$ cat src/rtl/disp_pkg.sv
// Shared state, pattern-select and step-count definitions for the display controller.
package disp_pkg;

    typedef enum logic [1:0] {
        ST_IDLE = 2'd0,
        ST_SHOW = 2'd1,
        ST_ANIM = 2'd2
    } state_t;

    typedef enum logic [1:0] {
        SEL_SPIN  = 2'd0,
        SEL_FILL  = 2'd1,
        SEL_CHASE = 2'd2,
        SEL_FLASH = 2'd3
    } anim_sel_t;

    localparam logic [3:0] SPIN_STEPS  = 4'd6;
    localparam logic [3:0] FILL_STEPS  = 4'd6;
    localparam logic [3:0] CHASE_STEPS = 4'd8;
    localparam logic [3:0] FLASH_STEPS = 4'd2;

    function automatic logic [2:0] last_step(input anim_sel_t sel);
        logic [3:0] n;
        n = SPIN_STEPS;
        case (sel)
            SEL_SPIN:  n = SPIN_STEPS;
            SEL_FILL:  n = FILL_STEPS;
            SEL_CHASE: n = CHASE_STEPS;
            SEL_FLASH: n = FLASH_STEPS;
            default:   n = SPIN_STEPS;
        endcase
        return 3'(n - 4'd1);
    endfunction

    // Segment order: bit0 top .. bit5 upper-left, bit6 middle, bit7 dp.
    function automatic logic [7:0] pattern(input anim_sel_t sel, input logic [2:0] step);
        logic [7:0] p;
        p = 8'h00;
        case (sel)
            SEL_SPIN:  p = 8'h01 << step;
            SEL_FILL:  p = 8'((9'h002 << step) - 9'd1);
            SEL_CHASE: p = 8'h01 << step;
            SEL_FLASH: p = (step == 3'd0) ? 8'hFF : 8'h00;
            default:   p = 8'h00;
        endcase
        return p;
    endfunction

endpackage

$ cat src/rtl/disp_ctrl_tick_gen.sv
// Prescaler producing a one-cycle tick every TICK_DIV clocks; clear restarts the period.
module tick_gen #(
    parameter logic [15:0] TICK_DIV = 16'd50000
) (
    input  logic clk,
    input  logic rst_n,
    input  logic clear,
    output logic tick
);
    logic [15:0] cnt;

    assign tick = (cnt == TICK_DIV - 16'd1);

    always_ff @(posedge clk) begin
        if (!rst_n || clear) begin
            cnt <= 16'd0;
        end else if (tick) begin
            cnt <= 16'd0;
        end else begin
            cnt <= cnt + 16'd1;
        end
    end
endmodule

$ cat src/rtl/disp_ctrl.sv
// Seven-segment display sequencer: static digit, blinking digit, or canned animations.
// state | meaning
// IDLE  | display blanked, waiting for a write or animation start
// SHOW  | latched digit shown, optionally blinking on each tick
// ANIM  | raw segment pattern stepped on each tick for ANIM_LOOPS passes
module disp_ctrl
    import disp_pkg::*;
#(
    parameter logic [15:0] TICK_DIV   = 16'd50000,
    parameter int          ANIM_LOOPS = 2
) (
    input  logic       clk_in,
    input  logic       rst_n_in,
    input  logic       disp_wr_in,
    input  logic [4:0] disp_data_in,
    input  logic       disp_clr_in,
    input  logic       anim_start_in,
    input  logic [1:0] anim_sel_in,
    input  logic       blink_en_in,
    output logic [4:0] value_out,
    output logic [7:0] bit_array_out,
    output logic       anim_en_out,
    output logic       display_on_out,
    output logic       busy_out
);
    localparam logic [3:0] LAST_LOOP = 4'(ANIM_LOOPS - 1);

    state_t     state;
    anim_sel_t  sel_q;
    logic [2:0] step;
    logic [3:0] loop;
    logic       written;
    logic       tick;
    logic [2:0] step_nxt;

    assign step_nxt = step + 3'd1;

    // A clear outranks a start, so the prescaler only restarts for an accepted start.
    tick_gen #(.TICK_DIV(TICK_DIV)) u_tick_gen (
        .clk   (clk_in),
        .rst_n (rst_n_in),
        .clear (anim_start_in & ~disp_clr_in),
        .tick  (tick)
    );

    always_ff @(posedge clk_in) begin
        if (!rst_n_in || disp_clr_in) begin
            state          <= ST_IDLE;
            sel_q          <= SEL_SPIN;
            step           <= 3'd0;
            loop           <= 4'd0;
            written        <= 1'b0;
            value_out      <= 5'd0;
            bit_array_out  <= 8'd0;
            anim_en_out    <= 1'b0;
            display_on_out <= 1'b0;
            busy_out       <= 1'b0;
        end else begin
            if (disp_wr_in) begin
                value_out <= disp_data_in;
                written   <= 1'b1;
            end
            if (anim_start_in) begin
                state          <= ST_ANIM;
                sel_q          <= anim_sel_t'(anim_sel_in);
                step           <= 3'd0;
                loop           <= 4'd0;
                bit_array_out  <= pattern(anim_sel_t'(anim_sel_in), 3'd0);
                anim_en_out    <= 1'b1;
                busy_out       <= 1'b1;
                display_on_out <= 1'b1;
            end else begin
                case (state)
                    ST_IDLE: begin
                        anim_en_out <= 1'b0;
                        if (disp_wr_in) begin
                            state          <= ST_SHOW;
                            display_on_out <= 1'b1;
                        end else begin
                            display_on_out <= 1'b0;
                        end
                    end
                    ST_SHOW: begin
                        if (!blink_en_in) begin
                            display_on_out <= 1'b1;
                        end else if (tick) begin
                            display_on_out <= ~display_on_out;
                        end
                    end
                    ST_ANIM: begin
                        if (tick) begin
                            if (step == last_step(sel_q)) begin
                                step <= 3'd0;
                                if (loop == LAST_LOOP) begin
                                    anim_en_out   <= 1'b0;
                                    busy_out      <= 1'b0;
                                    bit_array_out <= 8'd0;
                                    if (written || disp_wr_in) begin
                                        state          <= ST_SHOW;
                                        display_on_out <= 1'b1;
                                    end else begin
                                        state          <= ST_IDLE;
                                        display_on_out <= 1'b0;
                                    end
                                end else begin
                                    loop          <= loop + 4'd1;
                                    bit_array_out <= pattern(sel_q, 3'd0);
                                end
                            end else begin
                                step          <= step_nxt;
                                bit_array_out <= pattern(sel_q, step_nxt);
                            end
                        end
                    end
                    default: state <= ST_IDLE;
                endcase
            end
        end
    end
endmodule

$ cat config.mk
export PLATFORM = sky130hd
export DESIGN_NAME = disp_ctrl
export DESIGN_NICKNAME = d
export VERILOG_FILES = /design/src/rtl/disp_pkg.sv /design/src/rtl/disp_ctrl_tick_gen.sv /design/src/rtl/disp_ctrl.sv
export SDC_FILE = /design/constraint.sdc
export NUM_CORES = 1
export LEC_CHECK = 0
export BUFFER_PORTS_ARGS = -buffer_cell sky130_fd_sc_hd__buf_2
export CAP_MARGIN = 10
export CORE_MARGIN = 2
export CORE_UTILIZATION = 57
export DETAILED_ROUTE_END_ITERATION = 16
export GPL_TIMING_DRIVEN = 0
export PLACE_DENSITY_LB_ADDON = 0.15
export SYNTH_ARGS = -nofsm -noshare
export SYNTH_HDL_FRONTEND = slang
export SYNTH_HIERARCHICAL = 1
export SYNTH_SLANG_ARGS = --single-unit
export TNS_END_PERCENT = 100
$ cat constraint.sdc
create_clock -name clk_in -period 4.39 [get_ports clk_in]
set_clock_uncertainty 0.15 [all_clocks]
set_input_delay 0.6585 -clock clk_in [delete_from_list [all_inputs] [get_ports clk_in]]
set_output_delay 0.6585 -clock clk_in [all_outputs]
set_load 0.1 [all_outputs]
Word level (Yosys, flattened, before mapping). Cells that the tools add are included.

Register bits after elaboration: 44. Input bits: 13. Output and inout bits: 16. Word-level logic and storage cells: 111.

$add $sub $neg: 5. Equality and inequality tests: 21. Shifts and indexed selects: 2. Muxes and demuxes: 38. Bitwise gates (word level): 5. Reductions and logical operators: 28.

Operator list (number): two-way mux 8 bit (6); one-hot mux 8 bit (2 select lines) (2); one-hot mux 8 bit (3 select lines) (1); adder 16 x 1 -> 16 bit, second input constant (1); == test 16 bit, second input constant (1); two-way mux 1 bit (15); two-way mux 3 bit (5); AND reduction 5 bit (3); inequality test 3 bit, second input constant (4); AND reduction 4 bit (3); == test 2 bit, second input constant (5); two-way mux 2 bit (5); inequality test 2 bit, second input constant (5); one-hot mux 3 bit (3 select lines) (1); nonzero test 2 bit (4); OR reduction 2 bit (4); << shifter 1 x 3 -> 8 bit, first input constant (1); << shifter 2 x 3 -> 8 bit, first input constant (1); subtractor 8 x 1 -> 8 bit, second input constant (1); == test 2 x 1 -> 1 bit, second input constant (3); logical NOT 2 bit (3); one-hot mux 2 bit (3 select lines) (1); OR reduction 3 bit (2); adder 4 x 1 -> 4 bit, second input constant (1); 15 further kinds (21).

Depth between registers and ports, before layout.
Depth in word-level cells: 13. Depth in mapped cells: 10. Mapped depth without buffers: 9.

Cells and area by module. Netlist, hierarchy kept.

By module, submodules not included: disp_ctrl (times used 1, cells each 210, area each 1765.4 um^2, sequential area each 560.5 um^2); tick_gen (times used 1, cells each 82, area each 759.5 um^2, sequential area each 320.3 um^2).

Worst setup path before layout. OpenSTA, ideal clock, no wires.

Path type: flip-flop to flip-flop. Start point: register u_tick_gen.cnt[10]. End point: register loop[3]. Library setup time: 70 ps. Arrival time: 2814 ps. Required time: 4170 ps. Path slack: 1356 ps. Cell stages (with the launch flop): 9. Path buffers: 1. Period minus slack after synthesis: 3034 ps. Cell sequence: dfxtp_1 -> or4b_1 -> or4_4 -> nor3_1 -> and2_1 -> clkbuf_1 -> o311ai_1 -> or4_1 -> a21oi_1.

Word-level cells in the longest chain between the ends: 2.

RTL lines: start: declaration (RTL line disp_ctrl_tick_gen.sv:10) `logic [15:0] cnt;`; start signal: assignment (RTL line disp_ctrl_tick_gen.sv:20) `cnt <= cnt + 16'd1;`; == test 16 bit (RTL line disp_ctrl_tick_gen.sv:12) `assign tick = (cnt == TICK_DIV - 16'd1);`; named net tick (RTL line disp_ctrl.sv:33) `logic tick;`; AND reduction 4 bit (no source line); end signal: assignment (RTL line disp_ctrl.sv:106) `loop <= loop + 4'd1;`; end: declaration (RTL line disp_ctrl.sv:31) `logic [3:0] loop;`.

The timed path passes the listed nets, and every way through them passes these cells. A chain may end at the register's enable or synchronous reset.

Worst setup path in the final report. Ends and elaborated chain as after synthesis.

==> flow_summary.toml <==
[synth]
synth-async-reset-ratio_pct = 0
synth_cells = 292
yosysTopAreaCell = "dfxtp_1"
syn_nets = 317
ys.flop_type = "dfxtp_1"
seq_area_frac_synth_pct = 34.9
netlist_top_cells_count = "dfxtp_1 (44), nor2_1 (40), inv_1 (15), xnor2_1 (15), nand2_1 (13)"
ys_types = 58
syn_avg_cell_area_um2 = 8.65
yosys_warnings = 6
synth_top_area_share_pct = 34.9
synth.most_common_cell = "dfxtp_1"
syn_area_mm2 = 0.00252
synth.area.top_cells = "dfxtp_1 (35%), ha_1 (5.9%), nor2_1 (5.9%), xnor2_1 (5.2%), mux2i_1 (3.6%)"
ys_ff_latch = 44
synth_edf_count = 0

[pwr]
leakagePower_nw = 1.09
switchingPower_mw = 0.218
seq_power_share_pct = 50.4
power_density_mw_per_mm2 = 290
p_sw_share_pct = 26.6
power.share.combinational_pct = 12.1
internal_power_mw = 0.603
pwr-share-clk_pct = 37.5
peakVddDrop_uv = 223

[floorplan]
die-area_mm2 = 0.00498
num_io_pins = 29
die_y_um = 70.6
start_util_pct = 58.4
die_w_um = 70.6
rows = 24
core_mm2 = 0.00432

[setup_path]
r2r_end = "loop[3]"
rr_startpoint = "u_tick_gen/cnt[10]"
reg2reg_depth = 8
start_kind = "register"
arrival_ns = 3.59
cp_max_fo = 7
setup.worst_path.end = "loop[3]"
crit_path_end_kind = "register"
crit_required_ns = 4.47
reg2reg_slack_ns = 0.88
cp-startpoint = "u_tick_gen/cnt[10]"
path_class = "reg -> reg"

[detailed_routing]
drt-pass1-iter-count = 4
final_antenna_net_count = 0
vias_per_cell = 5.81
drt_first_iter_violations = 142
route.vias.total = 2196
post-route-drc-count = 0
avgRoutedWirePerCell_um = 14.2
routed_wl_um = 5380

[job]
maxCapViolCount = 0

[placement]
detailedPlace.worstSlack_ns = 0.890
place.gp.congestion = 0.863
dpl.hpwl_um = 3760
port_buffers = 26

[timing]
tns_ns = 0
period_minus_slack_ns = 3.51
rsz0062_at_grt = "false"
max-slew-margin-rel_pct = 48.7
fmax_mhz = 285
setup_violations = 0
tightest_slew_ns = 0.764
finalWorstSetupSlack_ns = 0.875
hold_viol = 0
slew_violations = 0
min_period_over_period_pct = 80.1

[clocking]
cts.reportedPaths.clkPinSlew_ns = 0.08
postCtsSetupBuffers = 0
cts_buffer_depth = 2
cts-root-buf = "clkbuf_8"
cts_tree = "built"
postCtsResizedCells = 0
cts_max_level = 2
cts_sinks = 44
numCtsBuffers = 5
clkLatencyLatePin_ns = 0.30
cts_hold_buf = 0

[layout]
syn2layout_area_growth_pct = 12.0
fillers = 389
final_core_util_pct = 65.4
drive_gt1_share_pct = 13.8
final_nets = 350
n_antenna_cell = 0

[global_route]
track_usage_pct = 23.2
grt_max_degree = 14
grt_pass1_wl_um = 9480
grt_pass1_vias = 2091
overflow = 0
antenna_found_initial = 0

[outcome]
status = "complete, no violations"

[min_path]
hold_class = "reg -> reg"
==> layer usage <==
layer  routed length (µm)  global-route usage [%]  share of wire (%)  vias to the layer above
li1                     -                       -                  -                     1124
met1                 2540                    30.5                 47                     1007
met2                 2530                    38.5                 47                       59
met3                  239                    4.70                4.4                        6
met4                   74                    8.18                1.4                        0
met5                    0                       0                  0                        -
==> power by group through the flow <==
stage	Combinational (mW)	Clock, mW	Sequential (mW)
finish	0.0994	0.308	0.413
global route	0.107	0.329	0.415
CTS	0.0993	0.316	0.413
detailed placement	0.0985	0	0.423
global placement	0.0975	0	0.422
floorplan	0.0401	0	0.459
==> cell type report <==
| type | count | area [µm²] | share of cell area (%) |
|---|---|---|---|
| tap | 52 | 65.1 | 2.30 |
| sequential | 44 | 881 | 31.2 |
| clock buffer | 6 | 72.6 | 2.57 |
| timing repair buffer | 26 | 130 | 4.60 |
| inverter | 15 | 56.3 | 1.99 |
| clock inverter | 2 | 35.0 | 1.24 |
| buffer | 15 | 109 | 3.85 |
| multi-input combinational | 218 | 1480 | 52.3 |
==> sequential cells by signal, indices dropped and copies added (netlist names) <==
| register | count |
|---|---|
| display_on_out | 1 |
| step | 3 |
| u_tick_gen/cnt | 16 |
| busy_out | 1 |
| loop | 4 |
| sel_q | 2 |
| anim_en_out | 1 |
| written | 1 |
| value_out | 5 |
| bit_array_out | 8 |
| state | 2 |
==> through the flow <==
stage | instances | power (mW) | area (µm²) | hold slack [ns]
after floorplan | 292 | 0.500 | 2520 | 0.280
after global placement | 370 | 0.520 | 2720 | 0.295
after detailed placement | 370 | 0.521 | 2720 | 0.306
after CTS | 378 | 0.829 | 2830 | 0.322
after global routing | 378 | 0.851 | 2830 | 0.350
final | 378 | 0.821 | 2830 | 0.319
==> worst max-delay path, stage by stage, from the launching register on <==
cell and delay (ns):
dfxtp_1 0.36, or4b_1 0.53, or4_4 0.51, nor3_1 0.41
and2_1 0.19, clkbuf_1 0.28, o311ai_1 0.30, or4_1 0.56
a21oi_1 0.14
==> worst min-delay path by stage <==
stage	startpoint	end	cells after the start
finish	u_tick_gen/cnt[0]	u_tick_gen/cnt[0]	1
detailed placement	u_tick_gen/cnt[0]	u_tick_gen/cnt[0]	1
floorplan	u_tick_gen/cnt[0]	u_tick_gen/cnt[0]	1
CTS	u_tick_gen/cnt[0]	u_tick_gen/cnt[0]	1
global placement	u_tick_gen/cnt[0]	u_tick_gen/cnt[0]	1
global route	u_tick_gen/cnt[0]	u_tick_gen/cnt[0]	1
==> cell families (layout without fill, tap and decap cells) <==
logic type | count (synthesis) | count (layout) | share of synthesized area, %
DFF | 44 | 44 | 34.9
xor gates and xnor gates | 18 | 18 | 6.24
buffers and inverters | 30 | 64 | 6.54
AOI/OAI and AO/OA | 63 | 63 | 18.2
adders and majority gates | 12 | 12 | 5.95
muxes | 9 | 9 | 3.57
and+or+nand+nor | 116 | 116 | 24.6
==> cells in the final DEF, fill, tap and decap left out, drive strengths merged, types with 9 or more instances in the layout <==
master	instances
nand3	12
xnor2	15
o21ai	13
mux2i	9
nand2	13
buf	32
clkbuf	14
a21oi	12
ha	12
inv	15
nor2	40
dfxtp	44
Power figures use the tool's default switching activity.
